File: config.mk
export PLATFORM = sky130hd
export DESIGN_NAME = morse_key_decoder
export DESIGN_NICKNAME = d
export VERILOG_FILES = /design/src/rtl/morse_key_decoder.sv
export SDC_FILE = /design/constraint.sdc
export NUM_CORES = 1
export LEC_CHECK = 0
export ABC_AREA = 1
export BUFFER_PORTS_ARGS = -buffer_cell sky130_fd_sc_hd__clkbuf_2
export CAP_MARGIN = 30
export CORE_MARGIN = 5
export CORE_UTILIZATION = 50
export DETAILED_ROUTE_END_ITERATION = 10
export PLACE_DENSITY = 0.78
export SYNTH_ARGS = -nofsm -noshare
export SYNTH_HDL_FRONTEND = slang
export SYNTH_SLANG_ARGS = --single-unit
export TNS_END_PERCENT = 50
File: constraint.sdc
create_clock -name clk -period 2.69 [get_ports clk]
set_input_delay 0.1345 -clock clk [delete_from_list [all_inputs] [get_ports clk]]
set_output_delay 0.1345 -clock clk [all_outputs]
set_load 0.02 [all_outputs]
File: src/rtl/morse_key_decoder.sv
// ---------------------------------------------------------------------------
// morse_key_decoder
//   Times key presses on a single Morse key input. Each press is classified
//   as a dot or a dash, and a long release marks the end of a letter. The
//   completed letter is reported as a 3-bit index (A..H = 0..7) that matches
//   the transmitter lookup table.
//
// Ports:
//   clk           in   system clock
//   reset_n       in   asynchronous active-low reset
//   enable        in   1 = decode, 0 = freeze prescaler, FSM and counters
//   key_in        in   raw key, 1 = pressed (asynchronous)
//   key_level     out  synchronized key level (2-cycle latency)
//   busy          out  letter in progress (FSM not IDLE)
//   letter_valid  out  one-cycle pulse when a letter completes
//   letter_index  out  decoded letter 0..7, held until the next pulse
//   letter_known  out  pattern matched A..H, held with the index
//   symbols       out  captured pattern, bit0 = first symbol, 1 = dash
//   symbol_count  out  number of captured symbols (0..4)
// ---------------------------------------------------------------------------
module morse_key_decoder #(
    parameter int TICK_CYCLES      = 6250000,
    parameter int DOT_MAX_TICKS    = 8,
    parameter int LETTER_GAP_TICKS = 12,
    parameter int MAX_SYMBOLS      = 4
) (
    input  logic       clk,
    input  logic       reset_n,
    input  logic       enable,
    input  logic       key_in,
    output logic       key_level,
    output logic       busy,
    output logic       letter_valid,
    output logic [2:0] letter_index,
    output logic       letter_known,
    output logic [3:0] symbols,
    output logic [2:0] symbol_count
);

    localparam int               PRESC_W    = (TICK_CYCLES > 1) ? $clog2(TICK_CYCLES) : 1;
    localparam logic [PRESC_W-1:0] PRESC_LAST = PRESC_W'(TICK_CYCLES - 1);
    localparam logic [7:0]       DOT_MAX_C  = 8'(DOT_MAX_TICKS);
    localparam logic [7:0]       GAP_C      = 8'(LETTER_GAP_TICKS);
    localparam logic [2:0]       MAX_SYM_C  = 3'(MAX_SYMBOLS);

    typedef enum logic [1:0] {
        IDLE  = 2'd0,
        MARK  = 2'd1,
        SPACE = 2'd2,
        EMIT  = 2'd3
    } state_t;

    state_t               state_q, state_d;
    logic                 key_meta_q, key_sync_q;
    logic [PRESC_W-1:0]   presc_q;
    logic                 tick;
    logic [7:0]           press_q, press_d;
    logic [7:0]           gap_q, gap_d;
    logic [3:0]           shift_q, shift_d;
    logic [2:0]           count_q, count_d;
    logic                 ovf_q, ovf_d;
    logic                 valid_q, valid_d;
    logic [2:0]           index_q, index_d;
    logic                 known_q, known_d;
    logic [3:0]           sym_q, sym_d;
    logic [2:0]           symcnt_q, symcnt_d;
    logic [2:0]           dec_index;
    logic                 dec_known;
    logic [7:0]           press_inc, gap_inc;
    logic                 is_dash;

    // Synchronizer keeps running while disabled so the LED echo stays live;
    // only the timing logic is frozen.
    always_ff @(posedge clk or negedge reset_n) begin
        if (!reset_n) begin
            key_meta_q <= 1'b0;
            key_sync_q <= 1'b0;
        end else begin
            key_meta_q <= key_in;
            key_sync_q <= key_meta_q;
        end
    end

    always_ff @(posedge clk or negedge reset_n) begin
        if (!reset_n) begin
            presc_q <= '0;
        end else if (enable) begin
            presc_q <= (presc_q == PRESC_LAST) ? '0 : presc_q + 1'b1;
        end
    end

    assign tick = enable && (presc_q == PRESC_LAST);

    // Saturating tick counters: a key held forever must still read as a dash.
    assign press_inc = (press_q == 8'hFF) ? 8'hFF : press_q + 8'd1;
    assign gap_inc   = (gap_q == 8'hFF) ? 8'hFF : gap_q + 8'd1;
    assign is_dash   = (press_q > DOT_MAX_C);

    // Unused high pattern bits are always zero, so full 4-bit compares are safe.
    always_comb begin
        dec_index = 3'd0;
        dec_known = 1'b0;
        if (!ovf_q) begin
            case (count_q)
                3'd1: if (shift_q == 4'b0000) begin dec_index = 3'd4; dec_known = 1'b1; end
                3'd2: if (shift_q == 4'b0010) begin dec_index = 3'd0; dec_known = 1'b1; end
                3'd3: begin
                    if (shift_q == 4'b0001) begin dec_index = 3'd3; dec_known = 1'b1; end
                    if (shift_q == 4'b0011) begin dec_index = 3'd6; dec_known = 1'b1; end
                end
                3'd4: begin
                    if (shift_q == 4'b0001) begin dec_index = 3'd1; dec_known = 1'b1; end
                    if (shift_q == 4'b0101) begin dec_index = 3'd2; dec_known = 1'b1; end
                    if (shift_q == 4'b0100) begin dec_index = 3'd5; dec_known = 1'b1; end
                    if (shift_q == 4'b0000) begin dec_index = 3'd7; dec_known = 1'b1; end
                end
                default: ;
            endcase
        end
    end

    always_comb begin
        state_d  = state_q;
        press_d  = press_q;
        gap_d    = gap_q;
        shift_d  = shift_q;
        count_d  = count_q;
        ovf_d    = ovf_q;
        valid_d  = 1'b0;
        index_d  = index_q;
        known_d  = known_q;
        sym_d    = sym_q;
        symcnt_d = symcnt_q;
        case (state_q)
            IDLE: begin
                if (tick && key_sync_q) begin
                    state_d = MARK;
                    press_d = 8'd1;
                end
            end
            MARK: begin
                if (tick) begin
                    if (key_sync_q) begin
                        press_d = press_inc;
                    end else begin
                        if (count_q < MAX_SYM_C) begin
                            shift_d[count_q[1:0]] = is_dash;
                            count_d = count_q + 3'd1;
                        end else begin
                            ovf_d = 1'b1;
                        end
                        state_d = SPACE;
                        gap_d   = 8'd1;
                    end
                end
            end
            SPACE: begin
                if (tick) begin
                    if (key_sync_q) begin
                        state_d = MARK;
                        press_d = 8'd1;
                    end else begin
                        gap_d = gap_inc;
                        if (gap_inc >= GAP_C) begin
                            state_d = EMIT;
                        end
                    end
                end
            end
            EMIT: begin
                if (enable) begin
                    valid_d  = 1'b1;
                    index_d  = dec_index;
                    known_d  = dec_known;
                    sym_d    = shift_q;
                    symcnt_d = count_q;
                    shift_d  = 4'd0;
                    count_d  = 3'd0;
                    ovf_d    = 1'b0;
                    state_d  = IDLE;
                end
            end
            default: state_d = IDLE;
        endcase
    end

    always_ff @(posedge clk or negedge reset_n) begin
        if (!reset_n) begin
            state_q  <= IDLE;
            press_q  <= 8'd0;
            gap_q    <= 8'd0;
            shift_q  <= 4'd0;
            count_q  <= 3'd0;
            ovf_q    <= 1'b0;
            valid_q  <= 1'b0;
            index_q  <= 3'd0;
            known_q  <= 1'b0;
            sym_q    <= 4'd0;
            symcnt_q <= 3'd0;
        end else begin
            state_q  <= state_d;
            press_q  <= press_d;
            gap_q    <= gap_d;
            shift_q  <= shift_d;
            count_q  <= count_d;
            ovf_q    <= ovf_d;
            valid_q  <= valid_d;
            index_q  <= index_d;
            known_q  <= known_d;
            sym_q    <= sym_d;
            symcnt_q <= symcnt_d;
        end
    end

    assign key_level    = key_sync_q;
    assign busy         = (state_q != IDLE);
    assign letter_valid = valid_q;
    assign letter_index = index_q;
    assign letter_known = known_q;
    assign symbols      = sym_q;
    assign symbol_count = symcnt_q;

endmodule

==> impl_metrics.tcl <==
set metrics [dict create \
    initial_core_util_pct 51.8 \
    syn_area_um2 3560 \
    setup_tns_ns 0 \
    ctsResizeCount 0 \
    via_per_inst 5.20 \
    critPathRequiredTime_ns 2.92 \
    worstReg2RegEnd "presc_q[18]" \
    switchingPower_mw 0.593 \
    grt_max_degree 45 \
    clk_latency_ns 0.34 \
    fin_skew_ns 0.00892 \
    hold_class "input pin to flip-flop" \
    synth-edff-count 0 \
    core_area_um2 6870 \
    power.clock.fraction_pct 36.4 \
    stdcell_count 605 \
    cap_violations 0 \
    cts_buffers 9 \
    worst-setup-path-type "flip-flop to flip-flop" \
    ys_async_sr_fraction_pct 100 \
    tightest_slew_ns 0.831 \
    muxShareOfSynthArea_pct 0 \
    avgRoutedWirePerCell_um 12.5 \
    holdCritStartpoint "enable" \
    syn_nets 492 \
    reg2reg_depth 8 \
    synth_top_area_share_pct 44.3 \
    area.sequential_um2 1580 \
    drt-total-wl_mm 7.54 \
    dr.pass1.iters 7 \
    synthSimpleGateAreaFrac_pct 31.4 \
    worst_setup_path_start_kind "flip-flop" \
    multiInputGateArea_um2 1690 \
    worstPathCellList "ha_1 > nand3_2 > nor3_1 > nand2_1 > nor3_1 > nand4_1 > nand2_1 > nor2_1" \
    yosys.area.top_type "dfrtp_1" \
    yosysWarnings 0 \
    cpLargestDelayFamily "simple AND/OR/NAND/NOR gates" \
    grt_util_all_layers_pct 18.8 \
    portBuffers 17 \
    finalCritPeriodShare_pct 75.8 \
    placed_cells 587 \
    grt_pass1_vias 2973 \
    n_antenna_cell 0 \
    vias 3147 \
    status "completed" \
    nFillCells 622 \
    synth_area_per_cell_um2 7.43 \
    rows 30 \
    clockBufferDepth 2 \
    setup_viol 0 \
    htreeDepth 3 \
    die_area_um2 8900 \
    cellLeakagePower_nw 2.07 \
    comb_power_share_pct 10.7 \
    ys_ff_latch 63 \
    synth_top_family_by_area "simple AND/OR/NAND/NOR gates" \
    cpPeakStageDelay_ns 0.44 \
    crit_path_max_fanout 4 \
    grt_antenna_before_repair 0 \
    syn_inst 479 \
    drt_iter0_markers 241 \
    yosys-top-cells-count "nand2_1 (127), inv_1 (66), dfrtp_1 (63)" \
    final_layout_size_suffix_gt1_share_pct 8.64 \
    die_w_um 94.3 \
    period_needed_ns 2.04 \
    finalHoldViolations 0 \
    grt_setup_unrepaired "no" \
    pre_cts_slack_ns 0.717 \
    fp.dieH_um 94.3 \
    yosysMostFrequentCell "nand2_1" \
    synth_flop_cell "dfrtp_1" \
    clk_pin_slew_worst_paths_ns 0.07 \
    power.density_nw_per_um2 520 \
    synth_compound_area_share_pct 10.5 \
    synthTopCellsByArea "dfrtp_1 (44%), nand2_1 (13%), inv_1 (7.0%), o21ai_0 (5.3%), nor2_1 (5.3%)" \
    synth_fa_ha_area_share_pct 3.17 \
    fmax_ghz 0.490 \
    place.gp.congestion 0.882 \
    area_delta_synth_final_pct 10.7 \
    cts.sinks 63 \
    synth_cell_types 32 \
    switching_share_pct 29.0 \
    synth_xor_area_share_pct 2.46 \
    critPathArrivalTime_ns 2.27 \
    io_pins 18 \
    grt_first_pass_wirelength_mm 13.3 \
    hpwl_mm 5.49 \
    cp_slowest_cell "nor3_1" \
    r2r_slack_ns 0.65 \
    pwr-share-seq_pct 52.9 \
    p_int_mw 1.45 \
    cts_tree "built" \
    holdPathStages 3 \
    max_slew_margin_pct 44.3 \
    postCtsSetupBuffers 0 \
    cts-root-buf "clkbuf_8" \
    slew_viol_final 0 \
    end_kind "flip-flop" \
    worst-path-buf-inv 0 \
    whs_endpoint "presc_q[19]" \
    worst_slack_ns 0.651 \
    final_antenna_net_count 0 \
    remaining_drc_errors 0 \
    fin_nets 517 \
    grt-ovfl-total 0 \
    ir_drop_mv 0.254 \
    synth-seq-area-share_pct 44.3 \
    regToRegStartpoint "presc_q[0]" \
]
==> power by group through the flow <==
stage | clock network [mW] | registers, mW | logic (mW)
floorplan | 0 | 1.09 | 0.152
global placement | 0 | 1.10 | 0.212
detailed placement | 0 | 1.10 | 0.215
CTS | 0.765 | 1.08 | 0.220
global route | 0.805 | 1.09 | 0.256
finish | 0.746 | 1.08 | 0.218
==> final cells by class <==
class | instances | share of cell area, %
multi-input cells | 342 | 42.9
flip-flops and latches | 63 | 40.0
inverters | 68 | 6.48
clock buffers | 10 | 3.50
well taps | 96 | 3.05
repair buffers | 20 | 2.86
clock inverters | 6 | 1.18
==> state kept, by name (all words and copies together) (netlist names) <==
name / flops
letter_known: 1
presc_q: 23
shift_q: 4
letter_valid: 1
count_q: 3
key_level: 1
key_meta_q: 1
press_q: 8
letter_index: 3
symbols: 4
symbol_count: 3
state_q: 2
gap_q: 8
ovf_q: 1
==> placed cells by master (no fill, tap or decap) <==
cell           instances
ha_1                   9
nor2_1                50
xor2_1                 6
nand2_2                1
nand3_1               30
inv_1                 66
xnor2_1                4
nand3_2                2
nor4_1                 6
clkinvlp_4             2
nor2_2                 3
nor3b_1                1
a21o_1                 1
nor3_1                10
nand2_4                1
a31oi_1                1
o211a_1                1
buf_4                  1
dfrtp_1               63
o41ai_1                1
dlygate4sd3_1          2
o21ai_2                1
a21oi_1               15
o21ai_0               38
clkinv_1               1
inv_2                  1
o21ai_1                7
nand4_1               24
o31ai_1                2
clkinv_2               1
clkbuf_2              17
clkinv_4               3
o21ai_4                1
clkbuf_8              10
nand2_1              127
==> tightest hold or removal path: cells and delay by family <==
kind / cells / cell delay, ns
buffers and inverters: 1 / 0.20
AND/OR/NAND/NOR: 2 / 0.19
==> routing by layer <==
layer / up-vias / routed length [um] / track usage (%)
met2: 69 / 3560 / 30.0
met5: - / 0 / 0
met4: 0 / 104 / 8.78
li1: 1617 / - / -
met3: 9 / 312 / 3.67
met1: 1452 / 3560 / 24.6
==> through the flow <==
step	cell area [um^2]	hold WS (ns)	power (mW)	util [%]
6_report	3940	0.213	2.05	57.3
3_5_place_dp	3730	0.129	1.31	54.4
5_1_grt	3940	0.226	2.15	57.3
2_1_floorplan	3560	-0.161	1.24	-
4_1_cts	3940	0.206	2.07	57.3
3_3_place_gp	3730	0.124	1.31	54.4
==> worst max path at each step <==
| stage | start | end | slack, ns | cells after the start |
|---|---|---|---|---|
| final | presc_q[0] | presc_q[18] | 0.65 | 8 |
| after global placement | presc_q[0] | press_q[4] | 0.83 | 11 |
| after detailed placement | presc_q[0] | gap_q[4] | 0.72 | 9 |
| after CTS | presc_q[0] | presc_q[18] | 0.72 | 8 |
| after global routing | state_q[0] | gap_q[3] | 0.48 | 6 |
| after floorplan | presc_q[0] | shift_q[0] | 1.04 | 11 |
==> cells by family after synthesis <==
family                   count (synthesis)
AO/OA/AOI/OAI                           68
XOR/XNOR                                10
adder cells (fa/ha/maj)                  9
buffers and inverters                   74
flip-flops                              63
AND/OR/NAND/NOR                        255
==> repair_timing <==
| item | 4_1_cts | 5_1_grt |
|---|---|---|
| setup endpoints to repair | 0 | 0 |
| hold buffers | 2 | 0 |
| hold endpoints to repair | 20 | 0 |
Note: power is estimated with default switching activity, not from simulation.
